===== src/rtl/mouse_device_sm_if.sv =====
// Device-side PS/2 mouse bus: byte receiver/transmitter handshake plus movement source.
// The master modport is the host/BFM side; the slave modport is the mouse responder.
interface mouse_device_sm_if;
  logic       READ_ENABLE;
  logic       BYTE_READY;
  logic [7:0] BYTE_READ;
  logic [1:0] BYTE_ERROR_CODE;
  logic       SEND_BYTE;
  logic [7:0] BYTE_TO_SEND;
  logic       BYTE_SENT;
  logic       MOVE_VALID;
  logic [7:0] MOVE_STATUS;
  logic [7:0] MOVE_DX;
  logic [7:0] MOVE_DY;
  logic [7:0] MOVE_DZ;
  logic       MOVE_ACCEPT;
  logic       STREAM_EN;
  logic       INTELLI_MODE;
  logic [7:0] SAMPLE_RATE;

  modport master (
    input  READ_ENABLE, SEND_BYTE, BYTE_TO_SEND, MOVE_ACCEPT, STREAM_EN, INTELLI_MODE, SAMPLE_RATE,
    output BYTE_READY, BYTE_READ, BYTE_ERROR_CODE, BYTE_SENT,
           MOVE_VALID, MOVE_STATUS, MOVE_DX, MOVE_DY, MOVE_DZ
  );

  modport slave (
    output READ_ENABLE, SEND_BYTE, BYTE_TO_SEND, MOVE_ACCEPT, STREAM_EN, INTELLI_MODE, SAMPLE_RATE,
    input  BYTE_READY, BYTE_READ, BYTE_ERROR_CODE, BYTE_SENT,
           MOVE_VALID, MOVE_STATUS, MOVE_DX, MOVE_DY, MOVE_DZ
  );
endinterface


===== src/rtl/mouse_device_sm.sv =====
// PS/2 mouse device emulator: self-test announce, host command responder,
// and 3/4-byte movement packet streamer with IntelliMouse unlock detection.
module mouse_device_sm #(
  parameter int unsigned SELFTEST_CYCLES = 5000000
) (
  input  logic            CLK,
  input  logic            RESET,
  mouse_device_sm_if.slave bus
);

  typedef enum logic [2:0] {
    POWERUP_WAIT, ANNOUNCE, IDLE, DECODE, RESPOND, WAIT_RATE, PKT_SEND, PKT_GAP
  } state_t;

  localparam logic [31:0] CNT_LAST = 32'(SELFTEST_CYCLES - 1);

  state_t            state, state_n;
  logic [31:0]       cnt, cnt_n;
  logic [2:0][7:0]   q, q_n;
  logic [1:0]        qlen, qlen_n, qidx, qidx_n;
  logic              ret_wait, ret_wait_n;
  logic [3:0][7:0]   pkt, pkt_n;
  logic [1:0]        pcur, pcur_n, plast, plast_n;
  logic              send, send_n, acc, acc_n;
  logic [7:0]        tx, tx_n;
  logic              stream, stream_n, intelli, intelli_n;
  logic [7:0]        rate, rate_n;
  logic [1:0]        match, match_n;
  logic [7:0]        cmd, cmd_n;
  logic              err, err_n, in_rate, in_rate_n;

  always_ff @(posedge CLK or negedge RESET) begin
    if (!RESET) begin
      state <= POWERUP_WAIT; cnt <= '0; q <= '0; qlen <= '0; qidx <= '0;
      ret_wait <= 1'b0; pkt <= '0; pcur <= '0; plast <= '0;
      send <= 1'b0; acc <= 1'b0; tx <= 8'h00;
      stream <= 1'b0; intelli <= 1'b0; rate <= 8'h64; match <= '0;
      cmd <= '0; err <= 1'b0; in_rate <= 1'b0;
    end else begin
      state <= state_n; cnt <= cnt_n; q <= q_n; qlen <= qlen_n; qidx <= qidx_n;
      ret_wait <= ret_wait_n; pkt <= pkt_n; pcur <= pcur_n; plast <= plast_n;
      send <= send_n; acc <= acc_n; tx <= tx_n;
      stream <= stream_n; intelli <= intelli_n; rate <= rate_n; match <= match_n;
      cmd <= cmd_n; err <= err_n; in_rate <= in_rate_n;
    end
  end

  always_comb begin
    state_n = state; cnt_n = cnt; q_n = q; qlen_n = qlen; qidx_n = qidx;
    ret_wait_n = ret_wait; pkt_n = pkt; pcur_n = pcur; plast_n = plast;
    send_n = 1'b0; acc_n = 1'b0; tx_n = tx;
    stream_n = stream; intelli_n = intelli; rate_n = rate; match_n = match;
    cmd_n = cmd; err_n = err; in_rate_n = in_rate;

    case (state)
      POWERUP_WAIT: begin
        if (cnt == CNT_LAST) begin
          state_n = ANNOUNCE; q_n = {8'h00, 8'h00, 8'hAA};
          qlen_n = 2'd2; qidx_n = 2'd1; ret_wait_n = 1'b0;
          send_n = 1'b1; tx_n = 8'hAA;
        end else begin
          cnt_n = cnt + 32'd1;
        end
      end
      // Announce and command responses share the same byte-queue drain.
      ANNOUNCE, RESPOND: begin
        if (bus.BYTE_SENT) begin
          if (qidx == qlen) begin
            state_n = ret_wait ? WAIT_RATE : IDLE;
          end else begin
            send_n = 1'b1; tx_n = q[qidx]; qidx_n = qidx + 2'd1;
          end
        end
      end
      IDLE: begin
        if (bus.BYTE_READY) begin
          cmd_n = bus.BYTE_READ; err_n = |bus.BYTE_ERROR_CODE;
          in_rate_n = 1'b0; state_n = DECODE;
        end else if (bus.MOVE_VALID) begin
          acc_n = 1'b1;
          if (stream) begin
            pkt_n = {bus.MOVE_DZ, bus.MOVE_DY, bus.MOVE_DX, bus.MOVE_STATUS | 8'h08};
            pcur_n = 2'd0; plast_n = intelli ? 2'd3 : 2'd2;
            send_n = 1'b1; tx_n = bus.MOVE_STATUS | 8'h08; state_n = PKT_SEND;
          end
        end
      end
      WAIT_RATE: begin
        if (bus.BYTE_READY) begin
          cmd_n = bus.BYTE_READ; err_n = |bus.BYTE_ERROR_CODE;
          in_rate_n = 1'b1; state_n = DECODE;
        end
      end
      PKT_SEND: begin
        if (bus.BYTE_SENT) state_n = (pcur == plast) ? IDLE : PKT_GAP;
      end
      PKT_GAP: begin
        // A host byte here abandons the remainder of the packet for good.
        if (bus.BYTE_READY) begin
          cmd_n = bus.BYTE_READ; err_n = |bus.BYTE_ERROR_CODE;
          in_rate_n = 1'b0; state_n = DECODE;
        end else begin
          pcur_n = pcur + 2'd1; send_n = 1'b1; tx_n = pkt[pcur_n]; state_n = PKT_SEND;
        end
      end
      DECODE: begin
        state_n = RESPOND; qidx_n = 2'd1; qlen_n = 2'd1;
        ret_wait_n = 1'b0; q_n = {8'h00, 8'h00, 8'hFA};
        if (err) begin
          q_n[0] = 8'hFE; ret_wait_n = in_rate;
        end else if (in_rate && cmd != 8'hFF) begin
          rate_n = cmd;
          if (cmd == 8'hC8)                       match_n = 2'd1;
          else if (cmd == 8'h64 && match == 2'd1) match_n = 2'd2;
          else if (cmd == 8'h50 && match == 2'd2) begin match_n = 2'd0; intelli_n = 1'b1; end
          else                                    match_n = 2'd0;
        end else begin
          case (cmd)
            8'hFF: begin
              q_n = {8'h00, 8'hAA, 8'hFA}; qlen_n = 2'd3;
              stream_n = 1'b0; intelli_n = 1'b0; match_n = 2'd0; rate_n = 8'h64;
            end
            8'hF6: begin stream_n = 1'b0; rate_n = 8'h64; match_n = 2'd0; end
            8'hF5: begin stream_n = 1'b0; match_n = 2'd0; end
            8'hF4: begin stream_n = 1'b1; match_n = 2'd0; end
            8'hF3: ret_wait_n = 1'b1;
            8'hF2: begin
              q_n[1] = intelli ? 8'h03 : 8'h00; qlen_n = 2'd2; match_n = 2'd0;
            end
            default: q_n[0] = 8'hFE;
          endcase
        end
        send_n = 1'b1; tx_n = q_n[0];
      end
      default: state_n = POWERUP_WAIT;
    endcase
  end

  assign bus.READ_ENABLE  = (state == IDLE) || (state == WAIT_RATE) || (state == PKT_GAP);
  assign bus.SEND_BYTE    = send;
  assign bus.BYTE_TO_SEND = tx;
  assign bus.MOVE_ACCEPT  = acc;
  assign bus.STREAM_EN    = stream;
  assign bus.INTELLI_MODE = intelli;
  assign bus.SAMPLE_RATE  = rate;

endmodule


===== src/flat_wrapper.sv =====
// flat-port wrapper written by rule: the top's interface ports become plain ports
module mouse_device_sm_flat 
#(
  parameter int unsigned SELFTEST_CYCLES = 5000000
)
  (CLK, RESET, bus_READ_ENABLE, bus_SEND_BYTE, bus_BYTE_TO_SEND, bus_MOVE_ACCEPT, bus_STREAM_EN, bus_INTELLI_MODE, bus_SAMPLE_RATE, bus_BYTE_READY, bus_BYTE_READ, bus_BYTE_ERROR_CODE, bus_BYTE_SENT, bus_MOVE_VALID, bus_MOVE_STATUS, bus_MOVE_DX, bus_MOVE_DY, bus_MOVE_DZ);
  mouse_device_sm_if bus_i ();
  input  logic CLK;
  input  logic RESET;
  output wire logic [$bits(bus_i.READ_ENABLE)-1:0] bus_READ_ENABLE;
  output wire logic [$bits(bus_i.SEND_BYTE)-1:0] bus_SEND_BYTE;
  output wire logic [$bits(bus_i.BYTE_TO_SEND)-1:0] bus_BYTE_TO_SEND;
  output wire logic [$bits(bus_i.MOVE_ACCEPT)-1:0] bus_MOVE_ACCEPT;
  output wire logic [$bits(bus_i.STREAM_EN)-1:0] bus_STREAM_EN;
  output wire logic [$bits(bus_i.INTELLI_MODE)-1:0] bus_INTELLI_MODE;
  output wire logic [$bits(bus_i.SAMPLE_RATE)-1:0] bus_SAMPLE_RATE;
  input wire logic [$bits(bus_i.BYTE_READY)-1:0] bus_BYTE_READY;
  input wire logic [$bits(bus_i.BYTE_READ)-1:0] bus_BYTE_READ;
  input wire logic [$bits(bus_i.BYTE_ERROR_CODE)-1:0] bus_BYTE_ERROR_CODE;
  input wire logic [$bits(bus_i.BYTE_SENT)-1:0] bus_BYTE_SENT;
  input wire logic [$bits(bus_i.MOVE_VALID)-1:0] bus_MOVE_VALID;
  input wire logic [$bits(bus_i.MOVE_STATUS)-1:0] bus_MOVE_STATUS;
  input wire logic [$bits(bus_i.MOVE_DX)-1:0] bus_MOVE_DX;
  input wire logic [$bits(bus_i.MOVE_DY)-1:0] bus_MOVE_DY;
  input wire logic [$bits(bus_i.MOVE_DZ)-1:0] bus_MOVE_DZ;
  assign bus_READ_ENABLE = bus_i.READ_ENABLE;
  assign bus_SEND_BYTE = bus_i.SEND_BYTE;
  assign bus_BYTE_TO_SEND = bus_i.BYTE_TO_SEND;
  assign bus_MOVE_ACCEPT = bus_i.MOVE_ACCEPT;
  assign bus_STREAM_EN = bus_i.STREAM_EN;
  assign bus_INTELLI_MODE = bus_i.INTELLI_MODE;
  assign bus_SAMPLE_RATE = bus_i.SAMPLE_RATE;
  assign bus_i.BYTE_READY = bus_BYTE_READY;
  assign bus_i.BYTE_READ = bus_BYTE_READ;
  assign bus_i.BYTE_ERROR_CODE = bus_BYTE_ERROR_CODE;
  assign bus_i.BYTE_SENT = bus_BYTE_SENT;
  assign bus_i.MOVE_VALID = bus_MOVE_VALID;
  assign bus_i.MOVE_STATUS = bus_MOVE_STATUS;
  assign bus_i.MOVE_DX = bus_MOVE_DX;
  assign bus_i.MOVE_DY = bus_MOVE_DY;
  assign bus_i.MOVE_DZ = bus_MOVE_DZ;
  mouse_device_sm #(.SELFTEST_CYCLES(SELFTEST_CYCLES)) u_core (.CLK(CLK), .RESET(RESET), .bus(bus_i));
endmodule

===== config.mk =====
export PLATFORM = sky130hd
export DESIGN_NAME = mouse_device_sm_flat
export DESIGN_NICKNAME = d
export VERILOG_FILES = /design/src/rtl/mouse_device_sm_if.sv /design/src/rtl/mouse_device_sm.sv /design/src/flat_wrapper.sv
export SDC_FILE = /design/constraint.sdc
export NUM_CORES = 1
export LEC_CHECK = 0
export ABC_CLOCK_PERIOD_IN_PS = 5800
export BUFFER_PORTS_ARGS = -buffer_cell sky130_fd_sc_hd__buf_2
export CAP_MARGIN = 30
export CORE_AREA = 4 4 130 82
export DETAILED_ROUTE_END_ITERATION = 7
export DIE_AREA = 0 0 134 86
export HOLD_SLACK_MARGIN = 0.12
export PLACE_DENSITY = 0.8
export SLEW_MARGIN = 10
export SYNTH_ARGS = -nofsm -noshare
export SYNTH_HDL_FRONTEND = slang
export SYNTH_SLANG_ARGS = --single-unit

===== constraint.sdc =====
create_clock -name CLK -period 5.8 [get_ports CLK]
set_clock_uncertainty 0.05 [all_clocks]
set_input_delay 0.58 -clock CLK [delete_from_list [all_inputs] [get_ports CLK]]
set_output_delay 0.58 -clock CLK [all_outputs]
set_load 0.02 [all_outputs]

==> flow_summary.ini <==
[outcome]
status = finished clean

[timing]
hold_violations = 0
fin_crit_ns = 2.76
holdWs_ns = 0.162
rsz0062_at_grt = no
fin_crit_sh_pct = 47.5
maxSlewViolCount = 0
setup_viol = 0
setup_slack_ns = 3.04
fmax_ghz = 0.363
maxSlewHeadroom_pct = 39.1
final.setup.tns_ns = 0
worst_pin_slew_ns = 0.913

[yosys]
synth_cells = 514
synthArstFlopShare_pct = 100
synth_top_family_by_area = simple AND/OR/NAND/NOR gates
synth_nets = 562
synth-simple-area-share_pct = 16.8
ys.flop_type = dfrtp_1
ys_ff_latch = 113
synthAdderAreaFrac_pct = 0.406
synth.distinct_cells = 62
synth_xor_area_share_pct = 5.85
syn_area_um2 = 5540
seq_area_frac_synth_pct = 51.1
synth_compound_area_share_pct = 10.6
yosysWarnings = 0
synth_edf_count = 0
synthMuxAreaShare_pct = 12.0
avgSynthCellArea_um2 = 10.8

[drt]
wl_per_cell_um = 17.5
drc_errors = 0
first_pass_iters = 5
vias = 4255
wl_um = 12700
drtAntennaViolNets = 0
viasPerCell = 5.88
drt-initial-drc-count = 443

[clock_network]
clock_latency_ns = 0.41
cts.repair.resized = 0
cts_made_buffers = 17
clkTransAtPathRegs_ns = 0.06
cts-hold-fix-buffers = 0
htree_num_levels = 4
clock-sinks = 113
cts_buffer_depth = 2
clockRootBuffer = clkbuf_16
cts_tree = done
post_cts_buffers = 0

[layout]
area_growth_pct = 18.4
drive_gt1_share_pct = 27.5
final_area_um2 = 6560
fillCellCount = 743
final_nets = 624
diodes = 0

[pwr]
p_clk_share_pct = 30.8
powerDensity_nw_per_um2 = 522
p_total_uw = 3430
swShare_pct = 35.3
intPower_uw = 2220
seq_power_share_pct = 39.7
p_switching_uw = 1210
power_frac_comb_pct = 29.5
ir_drop_v = 0.000375
p_leak_uw = 0.00304

[global_routing]
overflow = 0
first_global_vias = 4376
track_usage_pct = 24.1
antenna_found_initial = 0
grt_pass1_wl_um = 21700
grt_max_degree = 61

[min_path]
hold_class = in -> async

[placement]
placed_cell_area_um2 = 5960
finalWeightedCongestion = 0.937
dpl.hpwl_um = 8810
pre_cts_ws_ns = 3.18
io_buffers = 66

[floorplanning]
start_util_pct = 58.0
fp.dieArea_um2 = 11500
die_w_um = 134
coreArea_um2 = 9560
dieHeight_um = 86
io_pins = 68
rows = 28

[setup_path]
crit_path_end_kind = output port
crit_slowest_cell = dfrtp_1
cp_data_arrival_time_ns = 2.13
max_stage_delay_ns = 0.94
critPathRequiredTime_ns = 5.17
crit_chain = and2_1, a21o_1, buf_2
worst-path-max-fanout = 30
cp-start-kind = flip-flop
r2r.worst_path.cells = 5
criticalPathCategory = reg -> out

[flow_run]
max_cap_violations = 0
## through the flow
stage                     std cells  utilization [%]
after detailed placement        692             62.3
after global placement          691             62.2
final                           724             68.6
after floorplan                 514                -
after global routing            724             68.6
after CTS                       724             68.6
## synthesized netlist by cell type, types with 3 or more instances
| cell | count | share of area [%] |
|---|---|---|
| nor2b_1 | 6 | 0.68 |
| buf_2 | 9 | 0.81 |
| and4_1 | 5 | 0.79 |
| nand2_1 | 49 | 3.3 |
| nand4_1 | 13 | 1.5 |
| a21oi_1 | 14 | 1.3 |
| nand3_1 | 23 | 2.1 |
| a31oi_1 | 7 | 0.79 |
| clkbuf_1 | 16 | 1.1 |
| xnor2_1 | 26 | 4.1 |
| and3_1 | 7 | 0.79 |
| mux4_2 | 8 | 3.2 |
| nand3b_1 | 3 | 0.41 |
| inv_1 | 20 | 1.4 |
| o21ai_0 | 28 | 2.5 |
| nor4_1 | 5 | 0.56 |
| a22o_1 | 8 | 1.3 |
| nor2_1 | 28 | 1.9 |
| nor3_1 | 14 | 1.3 |
| dfstp_2 | 3 | 1.4 |
| nand2b_1 | 4 | 0.45 |
| dfrtp_1 | 110 | 50 |
| mux2_2 | 42 | 8.5 |
| a22oi_1 | 4 | 0.54 |
| and2_1 | 5 | 0.56 |
| xor2_1 | 11 | 1.7 |
## state kept, by name, summed over array words and instances, names as in the netlist
signal and cells:
u_core.bus.MOVE_ACCEPT 1, u_core.match 2, u_core.plast 1, u_core.cnt 32, u_core.ret_wait 1, u_core.qlen 2
u_core.pkt 32, u_core.bus.STREAM_EN 1, u_core.bus.INTELLI_MODE 1, u_core.qidx 2, u_core.q 6, u_core.in_rate 1
u_core.bus.BYTE_TO_SEND 8, u_core.bus.SEND_BYTE 1, u_core.err 1, u_core.bus.SAMPLE_RATE 8, u_core.cmd 8, u_core.pcur 2
u_core.state 3
## kinds of logic after synthesis
family	after synthesis
flops	113
compound gates	89
buf+inv	46
fa+ha+maj	2
simple gates	176
mux	51
xor+xnor	37
## cell usage in the layout (no fill, tap or decap), types with 6 or more instances in the layout
master | Yosys | final
a31oi_1 | 7 | 7
a22o_1 | 8 | 8
nor2b_1 | 6 | 6
nor2_1 | 28 | 28
inv_1 | 20 | 20
and3_1 | 7 | 7
nand4_1 | 13 | 13
xor2_1 | 11 | 11
nor3_1 | 14 | 14
nand2_1 | 49 | 49
nand3_1 | 23 | 23
clkbuf_8 | 0 | 7
mux4_2 | 8 | 8
buf_2 | 9 | 66
o21ai_0 | 28 | 28
xnor2_1 | 26 | 26
a21oi_1 | 14 | 14
dfrtp_1 | 110 | 110
clkbuf_16 | 0 | 17
mux2_2 | 42 | 42
## per-layer routing
layer  global-route usage (%)  vias to the layer above  share of wire (%)
met4                     7.19                        0               0.87
met5                        0                        -                  0
met2                     37.3                      167                 46
met3                     6.62                       14                7.0
li1                         -                     1972                  -
met1                     33.6                     2102                 46
## worst max-delay path: cells and delay by family (launching register included)
family | cells | cell delay, ns
compound gates | 1 | 0.16
flops | 1 | 0.94
buf+inv | 1 | 0.17
simple gates | 1 | 0.44
## final timing paths
check,start,to,slack (ns)
worst max-delay path,u_core.state[0],bus_READ_ENABLE,3.04
worst min-delay path,RESET,u_core.pkt[21],0.16
worst max register to register,u_core.state[0],u_core.bus.BYTE_TO_SEND[3],3.12
worst min register to register,u_core.cnt[5],u_core.cnt[5],0.41
max in group asynchronous,RESET,u_core.bus.SAMPLE_RATE[4],4.35
min in group CLK,bus_MOVE_DY[0],u_core.pkt[16],0.35
## power by group through the flow
stage / Sequential [uW] / Combinational (uW) / Clock [uW]
floorplan: 1240 / 814 / 0
global placement: 1340 / 953 / 0
detailed placement: 1360 / 1000 / 0
CTS: 1350 / 1010 / 1070
global route: 1400 / 1120 / 1100
finish: 1360 / 1010 / 1050
## layout make-up
cell class	count	area (um^2)	area share, %
clock buffers	28	537	8.18
repair buffers	69	353	5.38
inverters	20	75.1	1.14
well taps	135	169	2.57
flip-flops and latches	113	2830	43.1
clock inverters	4	70.1	1.07
multi-input cells	355	2530	38.5
(Power assumes the default switching activity.)
